===== config.mk =====
export PLATFORM = sky130hd
export DESIGN_NAME = alu_pipe_hs
export DESIGN_NICKNAME = d
export VERILOG_FILES = /design/src/rtl/alu_pipe_hs.sv
export SDC_FILE = /design/constraint.sdc
export NUM_CORES = 1
export LEC_CHECK = 0
export BUFFER_PORTS_ARGS = -buffer_cell sky130_fd_sc_hd__buf_2
export CORE_UTILIZATION = 45
export DETAILED_ROUTE_END_ITERATION = 12
export SYNTH_ARGS = -nofsm -noshare
export SYNTH_HDL_FRONTEND = slang
export SYNTH_SLANG_ARGS = --single-unit

===== constraint.sdc =====
create_clock -name CLK -period 20.3 [get_ports CLK]
set_input_delay 2.03 -clock CLK [delete_from_list [all_inputs] [get_ports CLK]]
set_output_delay 2.03 -clock CLK [all_outputs]
set_load 0.01 [all_outputs]

===== src/rtl/alu_pipe_hs.sv =====
// -----------------------------------------------------------------------------
// alu_pipe_hs
//   Handshaked 16-function ALU with a registered result holding stage and a
//   multi-cycle restoring signed divider. One operation is in flight at a time.
//
// Ports
//   CLK        rising-edge clock
//   RST        synchronous active-high reset
//   IN_VALID   A/B/ALU_FUN valid             IN_READY  block idle, can accept
//   A, B       signed operands (IN_WIDTH)    ALU_FUN   4-bit opcode
//   OUT_VALID  RESULT/flags valid            OUT_READY consumer takes result
//   RESULT     registered result (OUT_WIDTH)
//   CLASS      one-hot op class: [0] arith [1] logic [2] cmp [3] shift
//   CARRY_OUT  unsigned carry (add) / borrow (sub) out of bit W-1
//   DIV_ZERO   divide by zero
//   OVF        MIN/-1 divide overflow, or add/sub saturation
//
// Build option
//   ALU_SAT_EN  when defined, ops 0/1 saturate to the W-bit signed range and
//               raise OVF on saturation; otherwise they keep full precision.
// -----------------------------------------------------------------------------
module alu_pipe_hs #(
    parameter int IN_WIDTH  = 16,
    parameter int OUT_WIDTH = 2 * IN_WIDTH,
    parameter int CNT_WIDTH = 5
) (
    input  logic                 CLK,
    input  logic                 RST,
    input  logic                 IN_VALID,
    output logic                 IN_READY,
    input  logic [IN_WIDTH-1:0]  A,
    input  logic [IN_WIDTH-1:0]  B,
    input  logic [3:0]           ALU_FUN,
    output logic                 OUT_VALID,
    input  logic                 OUT_READY,
    output logic [OUT_WIDTH-1:0] RESULT,
    output logic [3:0]           CLASS,
    output logic                 CARRY_OUT,
    output logic                 DIV_ZERO,
    output logic                 OVF
);

    localparam int W = IN_WIDTH;

    localparam logic [1:0] S_IDLE = 2'd0;
    localparam logic [1:0] S_DIV  = 2'd1;
    localparam logic [1:0] S_HOLD = 2'd2;

    localparam logic [W-1:0] MIN_W = {1'b1, {(W-1){1'b0}}};
    localparam logic [W-1:0] ONES_W = {W{1'b1}};

    localparam logic [3:0] CL_ARITH = 4'b0001;
    localparam logic [3:0] CL_LOGIC = 4'b0010;
    localparam logic [3:0] CL_CMP   = 4'b0100;
    localparam logic [3:0] CL_SHIFT = 4'b1000;

    function automatic logic [OUT_WIDTH-1:0] sext_w1(input logic [W:0] x);
        return {{(OUT_WIDTH-W-1){x[W]}}, x};
    endfunction

`ifdef ALU_SAT_EN
    function automatic logic [OUT_WIDTH-1:0] sext_w(input logic [W-1:0] x);
        return {{(OUT_WIDTH-W){x[W-1]}}, x};
    endfunction
`endif

    logic [1:0] state;

    assign IN_READY = (state == S_IDLE);

    // ---------------------------------------------------------------- datapath
    logic [W:0]              sum_ext, diff_ext;
    logic [W-1:0]            sum_w;
    logic signed [2*W-1:0]   prod;
    logic [W-1:0]            and_w, or_w, nand_w, nor_w;
    logic                    add_carry, sub_borrow;

    // W+1-bit sign-extended sum/difference hold the exact result.
    assign sum_ext    = {A[W-1], A} + {B[W-1], B};
    assign diff_ext   = {A[W-1], A} - {B[W-1], B};
    assign sum_w      = A + B;
    assign add_carry  = (sum_w < A);          // unsigned wrap means carry out
    assign sub_borrow = (A < B);              // unsigned borrow
    assign prod       = $signed(A) * $signed(B);
    assign and_w      = A & B;
    assign or_w       = A | B;
    assign nand_w     = ~and_w;
    assign nor_w      = ~or_w;

    logic [OUT_WIDTH-1:0] c_result;
    logic [3:0]           c_class;
    logic                 c_carry, c_dz, c_ovf;

    // Single-edge result for every op except a real divide (B != 0).
    always_comb begin
        c_result = '0;
        c_class  = CL_ARITH;
        c_carry  = 1'b0;
        c_dz     = 1'b0;
        c_ovf    = 1'b0;
        case (ALU_FUN)
            4'd0: begin
                c_carry = add_carry;
`ifdef ALU_SAT_EN
                if (sum_ext[W] != sum_ext[W-1]) begin
                    c_result = sext_w(sum_ext[W] ? MIN_W : ~MIN_W);
                    c_ovf    = 1'b1;
                end else begin
                    c_result = sext_w1(sum_ext);
                end
`else
                c_result = sext_w1(sum_ext);
`endif
            end
            4'd1: begin
                c_carry = sub_borrow;
`ifdef ALU_SAT_EN
                if (diff_ext[W] != diff_ext[W-1]) begin
                    c_result = sext_w(diff_ext[W] ? MIN_W : ~MIN_W);
                    c_ovf    = 1'b1;
                end else begin
                    c_result = sext_w1(diff_ext);
                end
`else
                c_result = sext_w1(diff_ext);
`endif
            end
            4'd2: c_result = OUT_WIDTH'(prod);
            4'd3: begin
                // Only reaches the output registers for B == 0.
                c_result = OUT_WIDTH'({A, ONES_W});
                c_dz     = 1'b1;
            end
            4'd4: begin c_class = CL_LOGIC; c_result = OUT_WIDTH'(and_w);  end
            4'd5: begin c_class = CL_LOGIC; c_result = OUT_WIDTH'(or_w);   end
            4'd6: begin c_class = CL_LOGIC; c_result = OUT_WIDTH'(nand_w); end
            4'd7: begin c_class = CL_LOGIC; c_result = OUT_WIDTH'(nor_w);  end
            4'd8: c_class = CL_CMP;
            4'd9: begin
                c_class  = CL_CMP;
                c_result = (A == B) ? OUT_WIDTH'(1) : '0;
            end
            4'd10: begin
                c_class  = CL_CMP;
                c_result = ($signed(A) > $signed(B)) ? OUT_WIDTH'(2) : '0;
            end
            4'd11: begin
                c_class  = CL_CMP;
                c_result = ($signed(A) < $signed(B)) ? OUT_WIDTH'(3) : '0;
            end
            4'd12: begin c_class = CL_SHIFT; c_result = OUT_WIDTH'({1'b0, A[W-1:1]}); end
            4'd13: begin c_class = CL_SHIFT; c_result = OUT_WIDTH'({A, 1'b0});        end
            4'd14: begin c_class = CL_SHIFT; c_result = OUT_WIDTH'({1'b0, B[W-1:1]}); end
            default: begin c_class = CL_SHIFT; c_result = OUT_WIDTH'({B, 1'b0}); end
        endcase
    end

    // ----------------------------------------------------------------- divider
    // Restoring division on magnitudes: dv_quo starts as |A| and shifts left,
    // feeding its MSB into the partial remainder while quotient bits enter
    // at the LSB. Signs are applied after the last step.
    logic [W-1:0]           dv_rem, dv_quo, dv_dsr;
    logic [CNT_WIDTH-1:0]   dv_cnt;
    logic                   dv_neg_q, dv_neg_r, dv_ovf;

    logic [W-1:0] mag_a, mag_b;
    assign mag_a = A[W-1] ? -A : A;   // MIN maps to 2^(W-1), still exact unsigned
    assign mag_b = B[W-1] ? -B : B;

    logic [W:0]   dv_shift, dv_trial;
    logic         dv_ok;
    logic [W-1:0] dv_rem_nx, dv_quo_nx, q_fin, r_fin;

    // Partial remainder stays below the divisor, so the shifted value fits
    // W+1 bits and the trial difference never wraps past bit W.
    assign dv_shift  = {dv_rem, dv_quo[W-1]};
    assign dv_trial  = dv_shift - {1'b0, dv_dsr};
    assign dv_ok     = ~dv_trial[W];
    assign dv_rem_nx = dv_ok ? dv_trial[W-1:0] : dv_shift[W-1:0];
    assign dv_quo_nx = {dv_quo[W-2:0], dv_ok};
    assign q_fin     = dv_neg_q ? -dv_quo_nx : dv_quo_nx;
    assign r_fin     = dv_neg_r ? -dv_rem_nx : dv_rem_nx;

    // --------------------------------------------------------------- control
    always_ff @(posedge CLK) begin
        if (RST) begin
            state     <= S_IDLE;
            dv_cnt    <= '0;
            dv_rem    <= '0;
            dv_quo    <= '0;
            dv_dsr    <= '0;
            dv_neg_q  <= 1'b0;
            dv_neg_r  <= 1'b0;
            dv_ovf    <= 1'b0;
            RESULT    <= '0;
            CLASS     <= '0;
            CARRY_OUT <= 1'b0;
            DIV_ZERO  <= 1'b0;
            OVF       <= 1'b0;
            OUT_VALID <= 1'b0;
        end else begin
            case (state)
                S_IDLE: begin
                    if (IN_VALID) begin
                        if (ALU_FUN == 4'd3 && B != '0) begin
                            dv_rem   <= '0;
                            dv_quo   <= mag_a;
                            dv_dsr   <= mag_b;
                            dv_cnt   <= '0;
                            dv_neg_q <= A[W-1] ^ B[W-1];
                            dv_neg_r <= A[W-1];
                            dv_ovf   <= (A == MIN_W) && (B == ONES_W);
                            state    <= S_DIV;
                        end else begin
                            RESULT    <= c_result;
                            CLASS     <= c_class;
                            CARRY_OUT <= c_carry;
                            DIV_ZERO  <= c_dz;
                            OVF       <= c_ovf;
                            OUT_VALID <= 1'b1;
                            state     <= S_HOLD;
                        end
                    end
                end
                S_DIV: begin
                    dv_rem <= dv_rem_nx;
                    dv_quo <= dv_quo_nx;
                    dv_cnt <= dv_cnt + 1'b1;
                    if (dv_cnt == CNT_WIDTH'(W - 1)) begin
                        // MIN/-1: magnitude quotient 2^(W-1) with positive
                        // sign already reads back as MIN in W bits.
                        RESULT    <= OUT_WIDTH'({r_fin, q_fin});
                        CLASS     <= CL_ARITH;
                        CARRY_OUT <= 1'b0;
                        DIV_ZERO  <= 1'b0;
                        OVF       <= dv_ovf;
                        OUT_VALID <= 1'b1;
                        state     <= S_HOLD;
                    end
                end
                S_HOLD: begin
                    if (OUT_READY) begin
                        OUT_VALID <= 1'b0;
                        state     <= S_IDLE;
                    end
                end
                default: state <= S_IDLE;
            endcase
        end
    end

endmodule


==> impl_results.md <==
* Power per standard cell area at roughly 170 nW/um2
* Synthesized flop and latch total at 98
* Time the final worst path needs with I/O delays and setup at 9051 ps
* Top Layer Used: met4
* Total routed wirelength at roughly 75000 um
* Area Overhead vs Synth at 5.170%
* Area inside the core boundary at 43270 um2
* Most frequent cells after synthesis: sky130_fd_sc_hd__inv_1, sky130_fd_sc_hd__nor2_1, sky130_fd_sc_hd__fa_1, sky130_fd_sc_hd__nand2_1, sky130_fd_sc_hd__ha_1
* Clock tree from TritonCTS: built
* Fraction of power consumed by the clock network at 5.5%
* Share of the synthesized area in compound gates (AO/OA/AOI/OAI) at just under 20%
* Count of hold buffers inserted by post-cts repair at 0
* Synth Area in Adders at a little under two fifths
* Length of routed met3 wiring at 6735 um
* H-tree depth at 3
* Setup_tns at 0 ps
* Number of enable-type register cells in the synthesized netlist at 0
* Max-cap viol count at 0
* Count of cells along the worst register-to-register path at 18
* Int Pwr at 0.001626 W
* Die width at between 200 and 250 um
* Root cell of the clock tree: sky130_fd_sc_hd__clkbuf_16
* CP startpoint: A[15]
* Leakage power summed over all cells at ~9.6 nW
* Remaining design rule violation count at 0
* Leading post-synthesis cells by cell area: sky130_fd_sc_hd__fa_1, sky130_fd_sc_hd__ha_1, sky130_fd_sc_hd__dfxtp_1
* Number of placed I/O pins at a little over 80
* Number of port buffers at 80
* Kind of end point of the critical path: register
* Worst clock skew at around 12 ps
* Part of the Yosys area used for sequential elements at under 10%
* CP Class: input port to register
* Ys flop type: sky130_fd_sc_hd__dfxtp_1
* Pre-Repair DR Iteration Count at 6
* Initial Util at between 40% and 50%
* Status: finished, final reports clean
* Number of warnings printed during yosys synthesis at 0
* Nets in the synthesized netlist at approximately 3000
* Util after Layout at around half
* Register clock-pin slew on the reported worst setup and hold paths at ~70 ps
* Synthesized-area fraction occupied by and/or/nand/nor cells at about 17%
* Antenna violations before repair at 0
* Fraction of registers with async set or reset after synthesis at 0%
* Distinct cell type count after synthesis at 78
* Power dissipated by switching net loads at about 0.002 W
* XOR/XNOR Fraction of Synth Area at under 10%
* Number of buffers between clock root and the deepest sink at 2
* Row count at 76
* Die extent in y at 212.0 um
* Reg2Reg Launch Point: dv_quo[15]
* Critical path depth in cells at 22
* HPWL after DPL at 55900 um
* Crit-path leading delay family: adder cells
* NumNets Final at 2957
* Share of the clock period used by the worst path after layout at about 45%
* Routed met2 length at around 33000 um
* Global placement routability congestion at between 0.9 and 1
* Signal arrival time at the worst endpoint at 9320 ps
* Cell taking the most area after synthesis: sky130_fd_sc_hd__fa_1
* Worst setup slack after placement at about 11000 ps
* Number of buffers and inverters on the critical path at 4
* Number of sinks handled by clock tree synthesis at around 100
* Endpoint, Worst Hold: RESULT[18]
* Maximum fanout encountered on the critical timing path at 34
* Fraction of layout instances using a drive strength above 1 at between 6 and 7%
* Wire length per cell at about 24 um
* Starting DRC count in detailed routing at 1793
* Ordered cell list for the critical path: buf_2, inv_1, nor2_1, fa_1, fa_1, fa_1, fa_1, fa_1, inv_1, fa_1, inv_1, ha_1, and3_1, nand2_1, nor2_1, a221o_1, o21ai_0, o2111ai_1, a31oi_1, xnor2_1, nand2b_1, a311oi_2
* Mean instance size in the synthesized netlist at ~8 um2
* Routed length on met1 at 32300 um
* Worst supply voltage drop on vdd at roughly 160 uV
* Sequential share of power at 5.9%
* Die ar. at 44940 um2
* Comb power frac at 88.6%
* Endpoint required time on the critical path at 20560 ps
* Startpoint type of the worst setup path: input port
* Most common cell in the netlist: sky130_fd_sc_hd__inv_1
* Normalized max-slew margin at 17.47%
* Most frequent cell on the critical path: sky130_fd_sc_hd__fa_1
* Hold violation count in the final report at 0
* Area share of the leading cell type in the synthesized netlist at between 20% and 30%
* Share of synthesized area spent on multiplexers at about 1.7%
* Global-route wire length before repair at about 110000 um
* Final count of pins violating max slew at 0
* Critical Path Slowest Stage Cell: sky130_fd_sc_hd__fa_1
* Top achievable clock speed at ~110 MHz
* Setup slack of the worst register-to-register path at around 15000 ps
* Count of endpoints failing setup in the final report at 0
* Antenna fix cells at 0
* Number of global-route vias before repair at 18550
* Hold path startpoint: RESULT[18]
* Highest cell delay on the worst timing path at 950 ps
* Pin count of the biggest net entering global routing at 89
* Minimum hold slack at approximately 450 ps
* Buffers inserted by post-CTS timing repair at 0
* Antenna violation net count after detailed routing at 0
* Switching share of power at 54.91%
* Mapped Cells at between 2000 and 3000
* Overall track demand over capacity in global routing at 34.10%
* Total congestion overflow at 0
* Capturing point of the worst reg2reg path: RESULT[30]
* Clock latency on the worst-skew pair at about 350 ps
* Number of CTS-inserted buffers at 9
* Overall power after layout at about 0.0036 W
* Worst min path class: register to register
* Main combinational cell family by area after synthesis: adder cells
* Setup repair after global routing missed its margin: no
* Hold Path Stages at 2
* Via count of the routed design at ~19000
* Synth Cell Area at ~20000 um2
* Via density at between 6 and 7
* Resize count post-CTS at 0
* Worst Max-Slew Pin Slew at 1207 ps
* Fin worst setup slack at ~11000 ps
## worst max-delay path by stage
| stage | endpoint |
|---|---|
| 6_report | RESULT[31] |
| 5_1_grt | RESULT[29] |
| 4_1_cts | RESULT[29] |
| 3_5_place_dp | RESULT[29] |
| 3_3_place_gp | RESULT[30] |
| 2_1_floorplan | RESULT[29] |
## worst reg2reg max path, cell delays in order, from the launching register on
cell	delay, ps
sky130_fd_sc_hd__dfxtp_1	370
sky130_fd_sc_hd__inv_1	80
sky130_fd_sc_hd__ha_1	180
sky130_fd_sc_hd__inv_1	60
sky130_fd_sc_hd__fa_1	450
sky130_fd_sc_hd__a21oi_1	220
sky130_fd_sc_hd__o221ai_1	250
sky130_fd_sc_hd__a311o_1	460
sky130_fd_sc_hd__a211oi_1	410
sky130_fd_sc_hd__or2_2	650
sky130_fd_sc_hd__mux2i_1	370
sky130_fd_sc_hd__ha_1	280
sky130_fd_sc_hd__nand2_1	120
sky130_fd_sc_hd__nor4_1	470
sky130_fd_sc_hd__mux2i_1	230
sky130_fd_sc_hd__o41ai_1	390
sky130_fd_sc_hd__xor2_1	200
sky130_fd_sc_hd__nand2_1	70
sky130_fd_sc_hd__a211oi_1	210
## metrics by stage
step	instances	area, um2
after floorplan	2523	19840
after global placement	3057	20530
after detailed placement	3057	20530
after CTS	3073	20870
after global routing	3073	20870
final	3073	20870
## layout by cell type (no fill, tap or decap), types with 43 or more instances in the layout
cell	instances
sky130_fd_sc_hd__a21oi_1	139
sky130_fd_sc_hd__ha_1	169
sky130_fd_sc_hd__fa_1	265
sky130_fd_sc_hd__nand2_1	242
sky130_fd_sc_hd__inv_1	365
sky130_fd_sc_hd__o21ai_0	96
sky130_fd_sc_hd__xnor2_1	85
sky130_fd_sc_hd__dfxtp_1	98
sky130_fd_sc_hd__nor2_1	315
sky130_fd_sc_hd__nor3_1	43
sky130_fd_sc_hd__buf_2	79
## power groups by stage
stage                     logic, W  clock network (W)  registers, W
after CTS                  0.00316           0.000199      0.000212
final                      0.00320           0.000197      0.000212
after floorplan            0.00235                  0      0.000217
after detailed placement   0.00314                  0      0.000216
after global routing       0.00359           0.000207      0.000213
after global placement     0.00309                  0      0.000216
## routing by layer
layer / up-vias / GRT usage, %
li1: 8300 / -
met1: 9156 / 47.15
met2: 908 / 54.22
met3: 144 / 5.126
met4: 0 / 11.67
met5: - / 0
## flip-flops by register name, indices dropped and copies added, names as in the netlist
register	cells
dv_cnt	5
CLASS	4
dv_dsr	16
OVF	1
dv_quo	16
OUT_VALID	1
state	2
dv_neg_q	1
CARRY_OUT	1
RESULT	32
dv_rem	16
dv_neg_r	1
dv_ovf	1
DIV_ZERO	1
## final cells by class
class / instances / area, um2
clock buffer: 10 / 239.0
timing repair buffer: 99 / 545.5
inverter: 377 / 1415
sequential: 98 / 1962
fill: 4369 / 22400
multi-input combinational: 1898 / 15880
clock inverter: 6 / 96.34
tap: 585 / 732.0
## cell families after synthesis
group                      Yosys count
AOI/OAI and AO/OA                  563
xor gates and xnor gates           116
adders and majority gates          434
buffers and inverters              527
DFF                                 98
muxes                               31
and+or+nand+nor                    754
Power figures use the tool's default switching activity.
